`src/rtl/xm_pkg.sv`:
```
// Shared types and constants for the X-Makina memory-access unit.
package xm_pkg;

  // Access sequencer states
  typedef enum logic [1:0] {
    IDLE  = 2'd0,
    BUS   = 2'd1,
    DONE  = 2'd2,
    FAULT = 2'd3
  } mem_state_t;

  // Fault codes reported on faultCode_o
  localparam logic [1:0] FAULT_NONE    = 2'b00;
  localparam logic [1:0] FAULT_ALIGN   = 2'b01;
  localparam logic [1:0] FAULT_TIMEOUT = 2'b10;

endpackage

```
`src/rtl/xm_byte_lane.sv`:
```
// Byte-lane steering: byte enables, write-data replication and read-data
// extraction with zero/sign extension. Purely combinational.
module xm_byte_lane #(
  parameter int WORD = 16
) (
  input  logic [$clog2(WORD/8)-1:0] lane,
  input  logic                      byte_op,
  input  logic                      sign_ext,
  input  logic [WORD-1:0]           wdata,
  input  logic [WORD-1:0]           bus_rdata,
  output logic [WORD/8-1:0]         be,
  output logic [WORD-1:0]           wdat,
  output logic [WORD-1:0]           rdat
);
  import xm_pkg::*;

  localparam int BYTES = WORD / 8;

  // Widen one byte to a full word, copying bit 7 upward when sign-extending
  function automatic logic [WORD-1:0] extend_byte(input logic [7:0] b, input logic sx);
    logic signed [WORD-1:0] ext_s;
    ext_s = sx ? {{(WORD-8){b[7]}}, b} : {{(WORD-8){1'b0}}, b};
    return ext_s;
  endfunction

  logic [7:0] lane_byte;

  // Lane selection for enables, store replication and load extraction
  always_comb begin
    lane_byte = bus_rdata[8*lane +: 8];
    if (byte_op) begin
      be   = BYTES'(1) << lane;
      wdat = {BYTES{wdata[7:0]}};
      rdat = extend_byte(lane_byte, sign_ext);
    end else begin
      be   = '1;
      wdat = wdata;
      rdat = bus_rdata;
    end
  end

endmodule

```
`src/rtl/xm_mem_unit.sv`:
```
// Memory-access unit: accepts one load/store, checks alignment, runs a
// req/ack bus cycle with a wait-state timeout and returns extended read data.
module xm_mem_unit #(
  parameter int WORD    = 16,
  parameter int BYTES   = WORD / 8,
  parameter int TIMEOUT = 16
) (
  input  logic                            clk_i,
  input  logic                            arst_i,
  input  logic                            req_i,
  input  logic                            write_i,
  input  logic                            byteOp_i,
  input  logic                            signExt_i,
  input  logic [WORD-1:0]                 addr_i,
  input  logic [WORD-1:0]                 wdata_i,
  output logic                            busy_o,
  output logic                            done_o,
  output logic                            fault_o,
  output logic [1:0]                      faultCode_o,
  output logic [WORD-1:0]                 rdata_o,
  output logic                            busReq_o,
  output logic                            busWe_o,
  output logic [WORD-$clog2(BYTES)-1:0]   busAdr_o,
  output logic [BYTES-1:0]                busBe_o,
  output logic [WORD-1:0]                 busDat_o,
  input  logic [WORD-1:0]                 busDat_i,
  input  logic                            busAck_i
);
  import xm_pkg::*;

  localparam int LW = $clog2(BYTES);
  localparam int CW = $clog2(TIMEOUT);

  mem_state_t      state;
  logic [CW-1:0]   wait_cnt;
  logic            we_q;
  logic            byte_q;
  logic            sext_q;
  logic [WORD-1:0] addr_q;
  logic [WORD-1:0] wdata_q;
  logic [WORD-1:0] rdata_q;
  logic [1:0]      fcode_q;

  logic [BYTES-1:0] lane_be;
  logic [WORD-1:0]  lane_wdat;
  logic [WORD-1:0]  lane_rdat;
  logic             in_bus;

  xm_byte_lane #(.WORD(WORD)) u_lane (
    .lane      (addr_q[LW-1:0]),
    .byte_op   (byte_q),
    .sign_ext  (sext_q),
    .wdata     (wdata_q),
    .bus_rdata (busDat_i),
    .be        (lane_be),
    .wdat      (lane_wdat),
    .rdat      (lane_rdat)
  );

  // Sequencer: accept, alignment check, bus wait/timeout, completion pulses
  always_ff @(posedge clk_i or negedge arst_i) begin
    if (!arst_i) begin
      state    <= IDLE;
      wait_cnt <= '0;
      we_q     <= 1'b0;
      byte_q   <= 1'b0;
      sext_q   <= 1'b0;
      addr_q   <= '0;
      wdata_q  <= '0;
      rdata_q  <= '0;
      fcode_q  <= FAULT_NONE;
    end else begin
      case (state)
        IDLE: begin
          if (req_i) begin
            we_q    <= write_i;
            byte_q  <= byteOp_i;
            sext_q  <= signExt_i;
            addr_q  <= addr_i;
            wdata_q <= wdata_i;
            if (!byteOp_i && (addr_i[LW-1:0] != '0)) begin
              state   <= FAULT;
              fcode_q <= FAULT_ALIGN;
            end else begin
              state    <= BUS;
              wait_cnt <= '0;
              fcode_q  <= FAULT_NONE;
            end
          end
        end
        BUS: begin
          // An ack on the last permitted wait cycle still completes the access
          if (busAck_i) begin
            state <= DONE;
            if (!we_q) rdata_q <= lane_rdat;
          end else if (wait_cnt == CW'(TIMEOUT - 1)) begin
            state   <= FAULT;
            fcode_q <= FAULT_TIMEOUT;
          end else begin
            wait_cnt <= wait_cnt + 1'b1;
          end
        end
        DONE:    state <= IDLE;
        FAULT:   state <= IDLE;
        default: state <= IDLE;
      endcase
    end
  end

  // Status and bus outputs decode straight from state so reset clears them at once
  always_comb begin
    in_bus      = (state == BUS);
    busy_o      = (state != IDLE);
    done_o      = (state == DONE);
    fault_o     = (state == FAULT);
    faultCode_o = fcode_q;
    rdata_o     = rdata_q;
    busReq_o    = in_bus;
    busWe_o     = in_bus & we_q;
    busAdr_o    = in_bus ? addr_q[WORD-1:LW] : '0;
    busBe_o     = in_bus ? lane_be : '0;
    busDat_o    = in_bus ? lane_wdat : '0;
  end

endmodule
```
`config.mk`:
```
export PLATFORM = sky130hd
export DESIGN_NAME = xm_mem_unit
export DESIGN_NICKNAME = d
export VERILOG_FILES = /design/src/rtl/xm_pkg.sv /design/src/rtl/xm_byte_lane.sv /design/src/rtl/xm_mem_unit.sv
export SDC_FILE = /design/constraint.sdc
export NUM_CORES = 1
export LEC_CHECK = 0
export BUFFER_PORTS_ARGS = -buffer_cell sky130_fd_sc_hd__buf_2
export CORE_ASPECT_RATIO = 1.2
export CORE_MARGIN = 3
export CORE_UTILIZATION = 36
export CTS_CLUSTER_SIZE = 20
export DETAILED_ROUTE_END_ITERATION = 8
export SYNTH_ARGS = -nofsm -noshare
export SYNTH_HDL_FRONTEND = slang
export SYNTH_SLANG_ARGS = --single-unit
```
`constraint.sdc`:
```
create_clock -name clk_i -period 3.2 [get_ports clk_i]
set_clock_uncertainty 0.2 [all_clocks]
set_input_delay 0 -clock clk_i [delete_from_list [all_inputs] [get_ports clk_i]]
set_output_delay 0 -clock clk_i [all_outputs]
set_load 0.1 [all_outputs]
```
Word-level counts from Yosys, hierarchy flattened:

Index checks and enable logic that the tools add are counted.

* add/subtract/negate cells: 1
* multiply operators: 0
* divide/modulo/power cells: 0
* $lt $le $gt $ge: 0
* equal/unequal tests: 10
* shift-type cells: 2
* muxes and demuxes: 22
* bitwise gates (word level): 2
* reductions and logical operators: 11

Operators with widths (number)
* $mux W16: 4
* $mux W2: 9
* $mux W4: 4
* $shiftx A16 B5 Y8: 1
* $mux W15: 1
* $ne A2 B2 Y1 const B: 4
* $pmux W4 S2: 1
* $pmux W2 S3: 1
* $reduce_and A5 Y1: 1
* $add A4 B1 Y4 const B: 1
* $eq A2 B2 Y1 const B: 2
* $eq A4 B4 Y1 const B: 1
* $pmux W2 S2: 1
* $reduce_and A2 Y1: 2
* $reduce_and A4 Y1: 1
* $reduce_bool A2 Y1: 2
* $ne A3 B1 Y1 const B: 1
* $reduce_and A3 Y1: 1
* $eq A2 B1 Y1 const B: 1
* $logic_not A2 Y1: 1
* $ne A2 B1 Y1 const B: 1
* $reduce_or A2 Y1: 1
* $shl A1 B1 Y2 const A: 1
* $and A1 B1 Y1: 1
* other kinds (4): 4

* register bits after elaboration: 59
* latch bits: 0
* RAM bits: 0
* bits in read-only memories: 0
* input bits: 55
* memories: 0

Logic depth before layout (Yosys ltp):

Gate-level depths: netlist (run 1).

* depth after elaboration: 5
* mapped depth: 6

By module:

Synthesis (run 1) repeated with hierarchy kept, for this count alone.

* cell total of the unflattened synthesis: 318
* area, all modules: 3012.9 um2

Modules (own cells, without submodules)
* xm_mem_unit: instances 1, cells an instance 270, area each 2626.3 um2, seq. area each 1476.4 um2
* xm_byte_lane: instances 1, cells an instance 48, area each 386.6 um2, seq. area each 0.0 um2

Worst setup path after synthesis (run 1):

No wires, ideal clock.

* path kind: reg-to-output
* start: reg state[1]
* end: out busBe_o[0]
* data arrival time: 2.265 ns
* required time: 3.000 ns
* setup slack: 0.735 ns
* cell stages (with the launch flop): 4
* buffers on the path: 1
* cell sequence: dfrtp_1 -> nand2b_4 -> clkbuf_1 -> a21oi_1

* longest elaborated chain between the ends: 2

RTL lines
* from (decl): RTL line xm_mem_unit.sv:34 `mem_state_t state;`
* from (signal assigned): RTL line xm_mem_unit.sv:63 `state <= IDLE;`
* from (signal assigned): RTL line xm_mem_unit.sv:82 `state <= FAULT;`
* from (signal assigned): RTL line xm_mem_unit.sv:85 `state <= BUS;`
* $eq A2 B1 Y1: RTL line xm_mem_unit.sv:112 `in_bus = (state == BUS);`
* $mux W2: RTL line xm_mem_unit.sv:121 `busBe_o = in_bus ? lane_be : '0;`
* to (decl): RTL line xm_mem_unit.sv:24 `output logic [BYTES-1:0] busBe_o,`

Every way passes these cells.

Final worst setup path (run 1):

* start: reg state[0]
* end: out busBe_o[1]

Same word-level chain as after synthesis.

==> results of run 1 <==
==> cell usage in the layout, fill, tap and decap left out, types with 2 or more instances in the layout <==
cell type / instances
a31oi_1: 2
o21ai_0: 5
nand2_1: 108
a21oi_1: 31
dlygate4sd3_1: 61
clkinv_2: 3
mux2i_1: 18
nor2_1: 30
buf_4: 3
buf_2: 110
dfrtp_1: 59
and2_1: 25
clkbuf_8: 9
inv_1: 4
nor2b_1: 2
==> how the worst max path moves through the flow <==
stage,from,endpoint,slack [ps],cells after the start
floorplan,state[1],busBe_o[0],740,3
global placement,state[0],busBe_o[1],1070,4
detailed placement,state[0],busBe_o[1],970,4
CTS,state[0],busBe_o[1],590,4
global route,state[0],busAdr_o[5],440,4
finish,state[0],busBe_o[1],630,4
==> layer usage <==
metal | part of all wire (%) | GRT usage [%]
met5 | 0 | 0
met4 | 1.1 | 6.475
met3 | 7.4 | 5.276
met2 | 48 | 31.62
met1 | 43 | 22.66
==> final cells by class <==
cell class | count | area, um^2
Sequential cell | 59 | 1476
Timing Repair Buffer | 174 | 1184
Inverter | 5 | 18.77
Multi-Input combinational cell | 238 | 1217
Clock inverter | 4 | 45.04
Clock buffer | 9 | 123.9
Tap cell | 90 | 112.6
Fill cell | 693 | 3267
==> cells by family (layout without fill, tap and decap cells) <==
family	Yosys count	in the layout	share of synthesized area, %
simple gates	175	175	27.82
mux	18	18	6.369
buf+inv	20	192	4.776
compound gates	44	44	8.403
fa+ha+maj	1	1	0.4422
flops	59	59	52.19
==> through the flow <==
step / util [%] / setup slack, ps / area [um^2]
after CTS: 56.12 / 593.3 / 4178
after global placement: 45.65 / 1070 / 3398
after global routing: 56.12 / 441.2 / 4178
after detailed placement: 45.65 / 966.3 / 3398
after floorplan: - / 735.5 / 2829
final: 56.12 / 631.4 / 4178
==> flip-flops by register name (all words and copies together) (netlist names) <==
name and cells:
we_q 1, state 2, byte_q 1, wdata_q 16, addr_q 16, sext_q 1, faultCode_o 2, rdata_o 16
wait_cnt 4
==> worst reg2reg max path, cell delays in order, from the launching register on <==
cell	delay, ps
dfrtp_1	730
nand2_1	470
mux2i_1	310
dlygate4sd3_1	590
a21oi_1	70
==> timing repair <==
action | in CTS | in global routing
hold buffers | 61 | 0
hold endpoints to repair | 102 | 0
gates resized for setup | 0 | 0
==> flow_metrics.env, run 1 <==
export IMPL_antennaDiodeCount=0
export IMPL_hpwl_mm=4.974
export IMPL_cp_start_kind="flip-flop"
export IMPL_cpMaxStageDelayCell="inv_1"
export IMPL_finalNetCount=543
export IMPL_synthToLayoutAreaGrowth_pct=47.68
export IMPL_routed_wl_mm=7.927
export IMPL_cts_sinks=59
export IMPL_critical_path_class="flip-flop to output port"
export IMPL_cp_max_fo=28
export IMPL_slew_viol_final=0
export IMPL_dp_cells=505
export IMPL_crit_chain="nand2b_4 > inv_1 > o21a_1 > buf_2"
export IMPL_synth_top_area_share_pct=52.19
export IMPL_setup_viol=0
export IMPL_synthTopCellsByCount="nand2_1, dfrtp_1, a21oi_1"
export IMPL_coreArea_mm2=0.007445
export IMPL_clock_path_buffers=2
export IMPL_drc=0
export IMPL_drive_gt1_share_pct=26.58
export IMPL_gr_total_overflow=0
export IMPL_clkSlewWorstSetupHoldPaths_ps=70
export IMPL_ys_ff_latch=59
export IMPL_drt_vias_per_instance=4.737
export IMPL_ant_nets=0
export IMPL_ys_seq_area_share_pct=52.19
export IMPL_rows=34
export IMPL_worstRegToRegCells=4
export IMPL_rsz0062_at_grt="no"
export IMPL_synth_main_ff_cell="dfrtp_1"
export IMPL_status="completed"
export IMPL_syn_inst=317
export IMPL_fmax_mhz=389.3
export IMPL_yosysWarnings=0
export IMPL_io_pins=111
export IMPL_cts_buffers=9
export IMPL_fin_setup_tns_ps=0
export IMPL_first_pass_iters=4
export IMPL_antenna_found_initial=0
export IMPL_endpoint_kind="output port"
export IMPL_wl_per_cell_um=13.69
export IMPL_die_w_um=86.92
export IMPL_cts_setup_buffers=0
export IMPL_grt_max_degree=46
export IMPL_grt_usage_pct=18.65
export IMPL_syn_nets=373
export IMPL_tritoncts="built"
export IMPL_ys_types=32
export IMPL_fin_crit_ps=2569
export IMPL_vias=2743
export IMPL_async_reset_ff_share_pct=100.0
export IMPL_r2r_start="byte_q"
export IMPL_maxCapViolCount=0
export IMPL_max_stage_delay_ps=590
export IMPL_clkLatencyLatePin_ps=340
export IMPL_hold_violations=0
export IMPL_critical_path_top_delay_family="buffers and inverters"
export IMPL_port_buffer_count=110
export IMPL_synth_largest_area_cell="dfrtp_1"
export IMPL_first_global_vias=2828
export IMPL_hold_path_class="input pin to asynchronous set/reset pin"
export IMPL_drtIter0Drc=95
export IMPL_syn_mean_instance_area_um2=8.924
export IMPL_period_share_pct=80.27
export IMPL_tightest_slew_ps=1027
export IMPL_grt_pass1_wl_mm=13.05
export IMPL_r2r_end="rdata_o[0]"
export IMPL_cts_max_level=3
export IMPL_relSlewSlack_pct=31.56
export IMPL_cts_root_buf="clkbuf_8"
export IMPL_hold_slack_ps=179.5
export IMPL_synth_edf_count=0
export IMPL_crit_arrival_ps=2370
export IMPL_cp_required_ps=3000
export IMPL_die_y_um=103.1
export IMPL_synth_area_leaders="dfrtp_1, nand2_1, mux2i_1, and2_1, a21oi_1"
export IMPL_synth_area_mm2=0.002829
export IMPL_ff2ff_setup_slack_ps=710
export IMPL_start_util_pct=38.00
export IMPL_critPathBufInv=2
export IMPL_die_area_mm2=0.008962
export IMPL_gp_congestion=0.8182
export IMPL_yosys_cell_count_top_type="nand2_1"
export IMPL_final_cell_count_no_fill=579
Power of run 1 is left out: the tool's default activity adds up to more than one toggle a clock period on the data nets, which glitch-free logic cannot reach.
==> run 2: changes to the inputs <==
--- a/config.mk
+++ b/config.mk
@@ -5,6 +5,7 @@
 export SDC_FILE = /design/constraint.sdc
 export NUM_CORES = 1
 export LEC_CHECK = 0
+export ABC_AREA = 1
 export BUFFER_PORTS_ARGS = -buffer_cell sky130_fd_sc_hd__buf_2
 export CORE_ASPECT_RATIO = 1.2
 export CORE_MARGIN = 3
==> constraint.sdc (replaced) <==
create_clock -name clk_i -period 2.46 [get_ports clk_i]
set_clock_uncertainty 0.2 [all_clocks]
set_input_delay 0 -clock clk_i [delete_from_list [all_inputs] [get_ports clk_i]]
set_output_delay 0 -clock clk_i [all_outputs]
set_load 0.1 [all_outputs]
==> run 2 against run 1 <==
  * Hold slack lost 120 ps
  * Global-route usage grew 0.65 points
  * Critical path depth grew 2
  * Synthesized area shrank 2.2%
  * Die area shrank 2.1%
  * Non-clock buffer count grew 13
  * Cell area grew 6.3%
  * First-iteration DRC count grew 57%
  * Count of clock-buffer cells in the layout grew 1
  * Register-to-register slack lost 400 ps
  * Synthesized cell count grew 15%
  * Setup slack lost 320 ps
  * Critical endpoint is now rdata_o[3]
==> flow_metrics.env, run 2 <==
export IMPL_rows=34
export IMPL_critPathBufInv=1
export IMPL_synth_largest_area_cell="dfrtp_1"
export IMPL_critical_path_class="flip-flop to flip-flop"
export IMPL_die_y_um=102.0
export IMPL_status="completed"
export IMPL_syn_inst=364
export IMPL_start_util_pct=37.59
export IMPL_drtIter0Drc=149
export IMPL_hold_slack_ps=61.69
export IMPL_clkLatencyLatePin_ps=330
export IMPL_clock_path_buffers=2
export IMPL_pre_cts_slack_ps=666.0
export IMPL_r2r_end="rdata_o[3]"
export IMPL_yosys_cell_count_top_type="nor2_1"
export IMPL_syn_nets=420
export IMPL_hold_violations=0
export IMPL_synthTopCellsByCount="nor2_1, nand2_1, dfrtp_1"
export IMPL_die_w_um=86.03
export IMPL_fin_setup_tns_ps=0
export IMPL_syn_mean_instance_area_um2=7.600
export IMPL_cts_root_buf="clkbuf_8"
export IMPL_tritoncts="built"
export IMPL_routed_wl_mm=8.237
export IMPL_layout_common_cells="buf_2, nor2_1, nand2_1, dlygate4sd3_1, dfrtp_1"
export IMPL_synth_area_leaders="dfrtp_1, nor2_1, nand2_1, a21oi_1, inv_1"
export IMPL_coreArea_mm2=0.007360
export IMPL_cts_max_level=3
export IMPL_drt_vias_per_instance=4.680
export IMPL_cts_resized=0
export IMPL_synth_edf_count=0
export IMPL_tightest_slew_ps=704.9
export IMPL_rsz0062_at_grt="no"
export IMPL_cts_buffers=9
export IMPL_ant_nets=0
export IMPL_antenna_found_initial=0
export IMPL_slew_viol_final=0
export IMPL_first_global_vias=2990
export IMPL_ys_ff_latch=59
export IMPL_synthToLayoutAreaGrowth_pct=60.52
export IMPL_synth_main_ff_cell="dfrtp_1"
export IMPL_grt_max_degree=45
export IMPL_setup_viol=0
export IMPL_antennaDiodeCount=0
export IMPL_die_area_mm2=0.008777
export IMPL_hpwl_mm=5.267
export IMPL_cp_required_ps=2480
export IMPL_fmax_mhz=465.4
export IMPL_crit_start="byte_q"
export IMPL_cpMaxStageDelayCell="dlygate4sd3_1"
export IMPL_setup_slack_ps=311.1
export IMPL_endpoint="rdata_o[3]"
export IMPL_maxCapViolCount=0
export IMPL_cts_setup_buffers=0
export IMPL_crit_chain="nand2_1 > nand2_1 > o21ai_0 > dlygate4sd3_1 > nand2_1 > nand2_1"
export IMPL_crit_arrival_ps=2170
export IMPL_drc=0
export IMPL_layout_commonest_cell="buf_2"
export IMPL_finalNetCount=600
export IMPL_period_share_pct=87.35
export IMPL_cp_max_fo=16
export IMPL_crit_top_cell="nand2_1"
export IMPL_grt_usage_pct=19.30
export IMPL_max_stage_delay_ps=580
export IMPL_first_pass_iters=5
export IMPL_wl_per_cell_um=12.91
export IMPL_clkSlewWorstSetupHoldPaths_ps=70
export IMPL_port_buffer_count=110
export IMPL_async_reset_ff_share_pct=100.0
export IMPL_critical_path_top_delay_family="simple AND/OR/NAND/NOR gates"
export IMPL_io_pins=111
export IMPL_gp_congestion=0.9462
export IMPL_endpoint_kind="flip-flop"
export IMPL_gr_total_overflow=0
export IMPL_fin_crit_ps=2149
export IMPL_drive_gt1_share_pct=26.09
export IMPL_relSlewSlack_pct=53.01
export IMPL_synth_top_area_share_pct=53.37
export IMPL_vias=2986
export IMPL_cp_start_kind="flip-flop"
export IMPL_ys_types=19
export IMPL_worstRegToRegCells=6
export IMPL_synth_area_mm2=0.002766
export IMPL_cts_sinks=59
export IMPL_grt_pass1_wl_mm=13.47
export IMPL_ys_seq_area_share_pct=53.37
export IMPL_ff2ff_setup_slack_ps=310
export IMPL_hold_path_class="input pin to asynchronous set/reset pin"
export IMPL_r2r_start="byte_q"
export IMPL_crit_cells=6
export IMPL_yosysWarnings=0
-- run 2: cell count changes in the layout (fill, tap and decap cells not counted), sizes merged, moves of 9 or more --
cell         before  now
mux2i            18    0
dlygate4sd3      61   72
nand3             1   17
and2             25    0
o21ai             6   20
nor2             31   84
inv               4   41
nand2           108   80
a21oi            31   40
-- run 2: layer usage --
layer | global-route usage (%) | vias to the layer above | share of wire, %
met1 | 24.24 | 1376 | 41
met2 | 31.93 | 118 | 50
met5 | 0 | - | 0
met3 | 5.484 | 8 | 8.0
li1 | - | 1484 | -
met4 | 6.699 | 0 | 0.69
-- run 2: timing repair --
| item | CTS | global route |
|---|---|---|
| hold buffers | 72 | 0 |
| setup endpoints to repair | 0 | 0 |
| hold endpoints to repair | 88 | 0 |
-- run 2: worst min path at each step --
stage                     endpoint  cells past startpoint  slack [ps]
CTS                 faultCode_o[0]                      2          80
detailed placement        state[1]                      1        -100
global route           wait_cnt[1]                      2         120
global placement          state[1]                      1        -100
floorplan                addr_q[0]                      0        -500
finish                    state[1]                      2          60
-- run 2: cell type report --
class                   count  area (um^2)
multi-input cells         246         1091
clock inverters             5        30.03
inverters                  41        153.9
well taps                  90        112.6
clock buffers              10        137.6
repair buffers            187         1439
fillers                   652         2919
flip-flops and latches     59         1476
-- run 2: metrics by stage --
stage	cell area [um^2]	instances	utilization, %
2_1_floorplan	2798	364	-
3_3_place_gp	3552	551	48.27
3_5_place_dp	3552	551	48.27
4_1_cts	4441	638	60.34
5_1_grt	4441	638	60.34
6_report	4441	638	60.34
-- run 2: logic make-up (layout without fill, tap and decap cells) --
group / count (synthesis) / count (layout) / share of synthesized area (%)
simple gates: 183 / 183 / 26.41
compound gates: 62 / 62 / 11.35
flops: 59 / 59 / 53.37
buf+inv: 59 / 243 / 8.413
fa+ha+maj: 1 / 1 / 0.4522
Power of run 2 is left out for the same reason.
==> run 3: changes to the inputs <==
==> constraint.sdc (replaced) <==
create_clock -name clk_i -period 2.7 [get_ports clk_i]
set_clock_uncertainty 0.2 [all_clocks]
set_input_delay 0 -clock clk_i [delete_from_list [all_inputs] [get_ports clk_i]]
set_output_delay 0 -clock clk_i [all_outputs]
set_load 0.1 [all_outputs]
==> run 3 against run 2 <==
  * Hold slack improved by 17 ps
  * Via count fell by 0.77%
  * Utilization fell by 1.0 points
  * Count of clock-buffer cells in the layout rose by 1
  * Sequential share of layout area rose by 0.56 points
  * Wire length fell by 0.61%
  * Largest cell class unchanged
  * Fmax fell by 6.1%
  * Highest routed layer unchanged
  * Global-route usage rose by 0.64 points
  * Cell count rose by 0.47%
  * Cell area fell by 1.7%
  * Register-to-register slack improved by 100 ps
==> flow_metrics.env, run 3 (synthesized netlist as in run 2, its figures left out) <==
export IMPL_coreArea_mm2=0.007360
export IMPL_maxCapViolCount=0
export IMPL_cts_resized=0
export IMPL_endpoint_kind="flip-flop"
export IMPL_wl_per_cell_um=12.77
export IMPL_clock_path_buffers=2
export IMPL_use_met3_pct=4.758
export IMPL_fin_crit_ps=2289
export IMPL_die_y_um=102.0
export IMPL_worstRegToRegCells=7
export IMPL_slew_viol_final=0
export IMPL_ant_nets=0
export IMPL_cts_sinks=59
export IMPL_drive_gt1_share_pct=26.13
export IMPL_tritoncts="built"
export IMPL_routed_wl_mm=8.187
export IMPL_layout_commonest_cell="buf_2"
export IMPL_cts_setup_buffers=0
export IMPL_gp_congestion=0.9753
export IMPL_die_area_mm2=0.008777
export IMPL_drt_vias_per_instance=4.622
export IMPL_cp_required_ps=2730
export IMPL_crit_arrival_ps=2310
export IMPL_setup_slack_ps=411.4
export IMPL_relSlewSlack_pct=44.93
export IMPL_synthToLayoutAreaGrowth_pct=57.85
export IMPL_pre_cts_slack_ps=729.9
export IMPL_busiest_layer="met2"
export IMPL_finalNetCount=602
export IMPL_grt_use_met2_pct=33.59
export IMPL_rows=34
export IMPL_first_pass_iters=4
export IMPL_max_stage_delay_ps=790
export IMPL_vias=2963
export IMPL_setup_viol=0
export IMPL_ff2ff_setup_slack_ps=410
export IMPL_layout_common_cells="buf_2, nor2_1, nand2_1, dlygate4sd3_1, dfrtp_1"
export IMPL_start_util_pct=37.59
export IMPL_drc=0
export IMPL_drtIter0Drc=123
export IMPL_crit_start="byte_q"
export IMPL_tightest_slew_ps=823.3
export IMPL_crit_chain="nand2_1 > buf_4 > nand2_1 > o21ai_0 > dlygate4sd3_1 > nand2_1 > nand2_1"
export IMPL_r2r_start="byte_q"
export IMPL_period_share_pct=84.76
export IMPL_port_buffer_count=110
export IMPL_grt_usage_pct=19.95
export IMPL_cp_max_fo=19
export IMPL_grt_max_degree=43
export IMPL_die_w_um=86.03
export IMPL_cpMaxStageDelayCell="dfrtp_1"
export IMPL_antennaDiodeCount=0
export IMPL_rsz0062_at_grt="no"
export IMPL_cts_root_buf="clkbuf_8"
export IMPL_cp_start_kind="flip-flop"
export IMPL_crit_top_cell="nand2_1"
export IMPL_clkLatencyLatePin_ps=340
export IMPL_cts_buffers=9
export IMPL_io_pins=111
export IMPL_critical_path_class="flip-flop to flip-flop"
export IMPL_antenna_found_initial=0
export IMPL_cts_max_level=3
export IMPL_hpwl_mm=5.211
export IMPL_first_global_vias=3093
export IMPL_fmax_mhz=436.9
export IMPL_hold_violations=0
export IMPL_fin_setup_tns_ps=0
export IMPL_grt_pass1_wl_mm=13.97
export IMPL_gr_total_overflow=0
export IMPL_clkSlewWorstSetupHoldPaths_ps=60
export IMPL_grtUsageMet1_pct=24.58
export IMPL_hold_path_class="input pin to asynchronous set/reset pin"
export IMPL_status="completed"
[run 3: changes by cell type in the layout (fill, tap and decap cells not counted), sizes merged]
cell / before / now
buf: 115 / 116
bufinv: 0 / 1
clkbuf: 10 / 11
clkinvlp: 2 / 1
dlygate4sd3: 72 / 73
[run 3: what timing repair did]
item | in CTS | in global routing
endpoints found under the hold margin | 113 | 0
setup endpoints to repair | 0 | 0
hold buffers | 73 | 0
[run 3: worst max-delay path, delay by kind of cell (launching register included)]
family / cells / cell delay (ps)
AO/OA/AOI/OAI: 1 / 110
AND/OR/NAND/NOR: 4 / 310
buffers and inverters: 2 / 780
flip-flops: 1 / 790
[run 3: layout make-up]
cell class	instances	area (um^2)
clock buffer	11	141.4
clock inverter	5	52.55
fill	671	2993
inverter	41	153.9
multi-input combinational	246	1091
sequential	59	1476
tap	90	112.6
timing repair buffer	189	1339
[run 3: worst paths after layout]
check	to
max in group asynchronous	addr_q[2]
min in group clk_i	wdata_q[3]
max reg2reg	rdata_o[5]
min reg2reg	wdata_q[13]
max	rdata_o[5]
min	rdata_o[2]
[run 3: per-layer routing]
metal / vias up / share of wire [%]
met4: 0 / 1.6
li1: 1496 / -
met3: 14 / 8.0
met5: - / 0
met1: 1341 / 43
met2: 112 / 47
[run 3: through the flow]
stage               instance area [um^2]  util [%]  std cells  hold slack (ps)
finish                              4367     59.33        641            78.57
global route                        4367     59.33        641            145.2
CTS                                 4367     59.33        641            108.9
detailed placement                  3442     46.77        552           -231.6
global placement                    3442     46.77        552           -231.4
floorplan                           2798         -        364           -495.6
Power of run 3 is left out for the same reason.
